## src/rtl/control_seq_pkg.sv

```systemverilog
// control_seq_pkg: shared types and default sizing for the control_seq_n sequencer.
//   state_e        - sequencer state encoding (IDLE=00, RUN=01, DONE=10)
//   N_LD_DEFAULT   - default number of load steps per pass
//   ITER_W_DEFAULT - default width of the pass-count input
package control_seq_pkg;

   typedef enum logic [1:0] {
      IDLE = 2'b00,
      RUN  = 2'b01,
      DONE = 2'b10
   } state_e;

   localparam int unsigned N_LD_DEFAULT   = 4;
   localparam int unsigned ITER_W_DEFAULT = 4;

endpackage

```

## src/rtl/ctrl_step_decode.sv

```systemverilog
// ctrl_step_decode: combinational step decoder for the control sequencer.
//   step  in  $clog2(N_LD)  current step index
//   run   in  1             sequencer is in RUN
//   hold  in  1             stall; masks the load strobes only
//   ld    out N_LD          one-hot load strobe for the current step
//   mux   out N_LD/2        mux[j] high on step 2j+1
module ctrl_step_decode #(
   parameter int unsigned N_LD = 4
) (
   input  logic [((N_LD > 1) ? $clog2(N_LD) : 1)-1:0] step,
   input  logic                                       run,
   input  logic                                       hold,
   output logic [N_LD-1:0]                            ld,
   output logic [N_LD/2-1:0]                          mux
);

   localparam int unsigned SW    = (N_LD > 1) ? $clog2(N_LD) : 1;
   localparam int unsigned N_MUX = N_LD / 2;

   always_comb begin
      ld  = '0;
      mux = '0;
      if (run) begin
         for (int i = 0; i < N_LD; i++) begin
            // The stall mask is applied here so the strobe drops in the same cycle.
            if (step == SW'(i)) ld[i] = ~hold;
         end
         for (int j = 0; j < N_MUX; j++) begin
            if (step == SW'(2 * j + 1)) mux[j] = 1'b1;
         end
      end
   end

endmodule

```

## src/rtl/control_seq_n.sv

```systemverilog
// control_seq_n: start/done sequencer for a register-load/mux datapath.
// On start it walks N_LD steps per pass (one load strobe per step, mux select
// on odd steps), repeats for iter passes (0 counts as 1), then pulses done.
//   clk        in  rising-edge clock
//   rst        in  synchronous active-high reset
//   start      in  begin a sequence (IDLE only)
//   iter       in  ITER_W  pass count, latched with start
//   hold       in  stall while RUN
//   abort      in  cancel; back to IDLE without done
//   ld         out N_LD    one-hot load strobes
//   mux        out N_LD/2  mux selects
//   busy       out high in RUN and DONE
//   first_pass out high on every step of pass 0
//   done       out one-cycle completion pulse
// N_LD must be even and at least 2.
module control_seq_n
   import control_seq_pkg::*;
#(
   parameter int unsigned N_LD   = N_LD_DEFAULT,
   parameter int unsigned ITER_W = ITER_W_DEFAULT
) (
   input  logic              clk,
   input  logic              rst,
   input  logic              start,
   input  logic [ITER_W-1:0] iter,
   input  logic              hold,
   input  logic              abort,
   output logic [N_LD-1:0]   ld,
   output logic [N_LD/2-1:0] mux,
   output logic              busy,
   output logic              first_pass,
   output logic              done
);

   localparam int unsigned N_MUX = N_LD / 2;
   localparam int unsigned SW    = (N_LD > 1) ? $clog2(N_LD) : 1;
   localparam logic [SW-1:0] LAST_STEP = SW'(N_LD - 1);

   state_e            state_q, state_d;
   logic [SW-1:0]     step_q, step_d;
   logic [ITER_W-1:0] pass_q, pass_d;
   logic [ITER_W-1:0] iter_q, iter_d;

   // One extra bit so an all-ones iter cannot wrap the pass comparison.
   logic [ITER_W:0]   pass_inc;
   logic              run;
   logic [N_MUX-1:0]  mux_dec;

   assign pass_inc = {1'b0, pass_q} + (ITER_W + 1)'(1);

   always_ff @(posedge clk) begin
      if (rst) begin
         state_q <= IDLE;
         step_q  <= '0;
         pass_q  <= '0;
         iter_q  <= ITER_W'(1);
      end else begin
         state_q <= state_d;
         step_q  <= step_d;
         pass_q  <= pass_d;
         iter_q  <= iter_d;
      end
   end

   always_comb begin
      state_d = state_q;
      step_d  = step_q;
      pass_d  = pass_q;
      iter_d  = iter_q;
      unique case (state_q)
         IDLE: begin
            if (start && !abort) begin
               state_d = RUN;
               step_d  = '0;
               pass_d  = '0;
               iter_d  = (iter == '0) ? ITER_W'(1) : iter;
            end
         end
         RUN: begin
            if (abort) begin
               state_d = IDLE;
               step_d  = '0;
               pass_d  = '0;
            end else if (!hold) begin
               if (step_q != LAST_STEP) begin
                  step_d = step_q + SW'(1);
               end else if (pass_inc < {1'b0, iter_q}) begin
                  step_d = '0;
                  pass_d = pass_inc[ITER_W-1:0];
               end else begin
                  state_d = DONE;
               end
            end
         end
         DONE: begin
            state_d = IDLE;
            step_d  = '0;
            pass_d  = '0;
         end
         default: begin
            state_d = IDLE;
            step_d  = '0;
            pass_d  = '0;
         end
      endcase
   end

   assign run = (state_q == RUN);

   ctrl_step_decode #(
      .N_LD (N_LD)
   ) u_decode (
      .step (step_q),
      .run  (run),
      .hold (hold),
      .ld   (ld),
      .mux  (mux_dec)
   );

   assign mux        = mux_dec;
   assign busy       = (state_q == RUN) || (state_q == DONE);
   assign first_pass = run && (pass_q == '0);
   assign done       = (state_q == DONE);

endmodule

```

## config.mk

```make
export PLATFORM = sky130hd
export DESIGN_NAME = control_seq_n
export DESIGN_NICKNAME = d
export VERILOG_FILES = /design/src/rtl/control_seq_pkg.sv /design/src/rtl/ctrl_step_decode.sv /design/src/rtl/control_seq_n.sv
export SDC_FILE = /design/constraint.sdc
export NUM_CORES = 1
export LEC_CHECK = 0
export BUFFER_PORTS_ARGS = -buffer_cell sky130_fd_sc_hd__buf_2
export CAP_MARGIN = 20
export CORE_MARGIN = 5
export CORE_UTILIZATION = 56
export DETAILED_ROUTE_END_ITERATION = 7
export PLACE_DENSITY = 0.83
export SETUP_SLACK_MARGIN = 0.05
export SLEW_MARGIN = 20
export SYNTH_ARGS = -nofsm -noshare
export SYNTH_HDL_FRONTEND = slang
export SYNTH_SLANG_ARGS = --single-unit
```

## constraint.sdc

```tcl
create_clock -name clk -period 3.6 [get_ports clk]
set_clock_uncertainty 0.15 [all_clocks]
set_input_delay 0.72 -clock clk [delete_from_list [all_inputs] [get_ports clk]]
set_output_delay 0.72 -clock clk [all_outputs]
set_load 0.1 [all_outputs]
```

==> impl_metrics.env <==
export IMPL_critical_path_max_fanout=6
export IMPL_design_core_area_um2=1470
export IMPL_gp_congestion=0.796
export IMPL_die_w_um=49.1
export IMPL_htreeDepth=1
export IMPL_die_area_um2=2410
export IMPL_synth_area_leader_cell="dfxtp_1"
export IMPL_hold_buffers=0
export IMPL_yosysMostFrequentCell="inv_1"
export IMPL_post_cts_buffers=0
export IMPL_layout_min_cycle_time_ps=2680
export IMPL_synthArstFlopShare_pct=0
export IMPL_slew_headroom_pct=67.8
export IMPL_area_growth_syn_to_layout_pct=14.5
export IMPL_cp_data_arrival_time_ps=1810
export IMPL_rows=14
export IMPL_use_met3_pct=4.59
export IMPL_grt_first_pass_wirelength_um=3140
export IMPL_cts_buffers=3
export IMPL_drive_gt1_share_pct=21.2
export IMPL_drc=0
export IMPL_grt_use_total_pct=16.2
export IMPL_setup_viol=0
export IMPL_grt_max_degree=17
export IMPL_period_share_pct=74.6
export IMPL_syn_avg_cell_area_um2=8.66
export IMPL_crit_slowest_cell="buf_2"
export IMPL_slew_viol_final=0
export IMPL_vias=757
export IMPL_grt_met2_usage_pct=25.1
export IMPL_clk_path_buf_depth=2
export IMPL_worst_pin_slew_ps=487
export IMPL_wirelength_um=1840
export IMPL_syn_area_um2=857
export IMPL_ys_types=30
export IMPL_rsz0062_at_grt="no"
export IMPL_viasPerCell=5.65
export IMPL_synth_common_cells="inv_1 (13), dfxtp_1 (12), ha_1 (12)"
export IMPL_drtPass1Iterations=4
export IMPL_tritoncts="done"
export IMPL_wire_per_inst_um=13.7
export IMPL_hp_class="register to register"
export IMPL_antenna_found_initial=0
export IMPL_synth_nets=120
export IMPL_drtAntennaViolNets=0
export IMPL_finalHoldViolCount=0
export IMPL_ir_worst_vdd_v=0.000377
export IMPL_die_y_um=49.1
export IMPL_cts_clk_slew_worst_paths_ps=70
export IMPL_use_met1_pct=21.4
export IMPL_diodes=0
export IMPL_grt_pass1_vias=703
export IMPL_cp_end_kind="output pin"
export IMPL_crit_chain="inv_1, ha_1, nor2b_1, and2_1, buf_2"
export IMPL_drt_iter0_markers=13
export IMPL_cp_start_kind="register"
export IMPL_slowest_delay_ps=420
export IMPL_ys_warn_count=0
export IMPL_seq_area_frac_synth_pct=28.0
export IMPL_overflow=0
export IMPL_cts_sinks=12
export IMPL_dp_cells=131
export IMPL_synth_top_area_share_pct=28.0
export IMPL_drv_cap=0
export IMPL_power_leakage_nw=0.466
export IMPL_postSynthCellCount=99
export IMPL_start_util_pct=58.2
export IMPL_ios=18
export IMPL_busiest_layer="met2"
export IMPL_postCtsResizedCells=0
export IMPL_fmax_mhz=373
export IMPL_clk_latency_ps=270
export IMPL_ys_top_cells_by_area="dfxtp_1 (28%), ha_1 (18%), mux2i_1 (7.0%)"
export IMPL_ys_ff_latch=12
export IMPL_powerDensity_nw_per_um2=508
export IMPL_required_ps=2730
export IMPL_root_buffer="clkbuf_4"
export IMPL_instances_no_fill=134
export IMPL_hold_ws_ps=344
export IMPL_final_area_um2=981
export IMPL_setup_worst_path_class="register to output pin"
export IMPL_synth_ff_type="dfxtp_1"
export IMPL_outcome="finished, final reports clean"
export IMPL_placement_cell_area_um2=958
export IMPL_place_hpwl_um=1470
export IMPL_tns_ps=0
export IMPL_synth_edf_count=0
export IMPL_nets=141
export IMPL_io_buffers=17
area by class of cell:
class                      instances  area [µm²]
clock buffer                       3        22.5
multi-input combinational         73         564
sequential                        12         240
timing repair buffer              17        85.1
inverter                          13        48.8
tap                               16        20.0
fill                             135         490
kinds of logic after synthesis:
family                     after synthesis  synth area share (%)
and+or+nand+nor                         37                  22.5
AOI/OAI and AO/OA                       16                  16.8
buffers and inverters                   14                  6.13
adders and majority gates               12                  17.5
DFF                                     12                  28.0
muxes                                    6                  7.01
xor gates and xnor gates                 2                  2.04
worst max-delay path: cells and delay by family (launching register included):
kind / cells / cell delay [ps]
fa+ha+maj: 1 / 280
buf+inv: 2 / 500
flops: 1 / 340
simple gates: 2 / 420
final timing paths:
kind                                         startpoint                     end  slack, ps  cells after the start
worst max register to register   pass_q[0]$_SDFFE_PP0P_  step_q[0]$_SDFFE_PP0P_       1150                      8
worst max-delay path            state_q[1]$_SDFFE_PP0P_                   ld[0]        920                      5
worst min register to register   iter_q[0]$_SDFFE_PP1P_  iter_q[0]$_SDFFE_PP1P_        340                      1
worst min-delay path             iter_q[0]$_SDFFE_PP1P_  iter_q[0]$_SDFFE_PP1P_        340                      1
cell usage in the layout, fill, tap and decap left out, types with 2 or more instances in the layout:
master,count
nor3_1,2
inv_1,13
mux2i_1,6
nand3_1,2
dfxtp_1,12
o32ai_1,2
nand2b_1,6
nand2_1,8
and2_1,6
a31oi_1,3
nor2b_1,2
ha_1,12
clkbuf_4,3
nor2_1,8
buf_2,17
metrics by stage:
| stage | power [mW] | utilization, % | worst slack (ps) |
|---|---|---|---|
| after CTS | 0.498 | 66.7 | 929 |
| after global routing | 0.532 | 66.7 | 791 |
| after floorplan | 0.377 | - | 50.5 |
| after detailed placement | 0.419 | 65.1 | 1120 |
| after global placement | 0.410 | 65.1 | 1190 |
| final | 0.498 | 66.7 | 916 |
power breakdown:
group,internal (mW),switching (mW),leakage [nW]
clock network,0.0387,0.0414,0.0138
registers,0.144,0.00908,0.0975
logic,0.0667,0.198,0.355
state kept, by name, indices dropped and copies added, names as in the netlist:
signal   count
iter_q       4
pass_q       4
state_q      2
step_q       2
metal layers:
| layer | part of all wire, % | vias up |
|---|---|---|
| li1 | - | 381 |
| met1 | 45 | 357 |
| met2 | 51 | 17 |
| met3 | 3.8 | 2 |
| met4 | 0.76 | 0 |
| met5 | 0 | - |
Note: power is estimated with default switching activity, not from simulation.
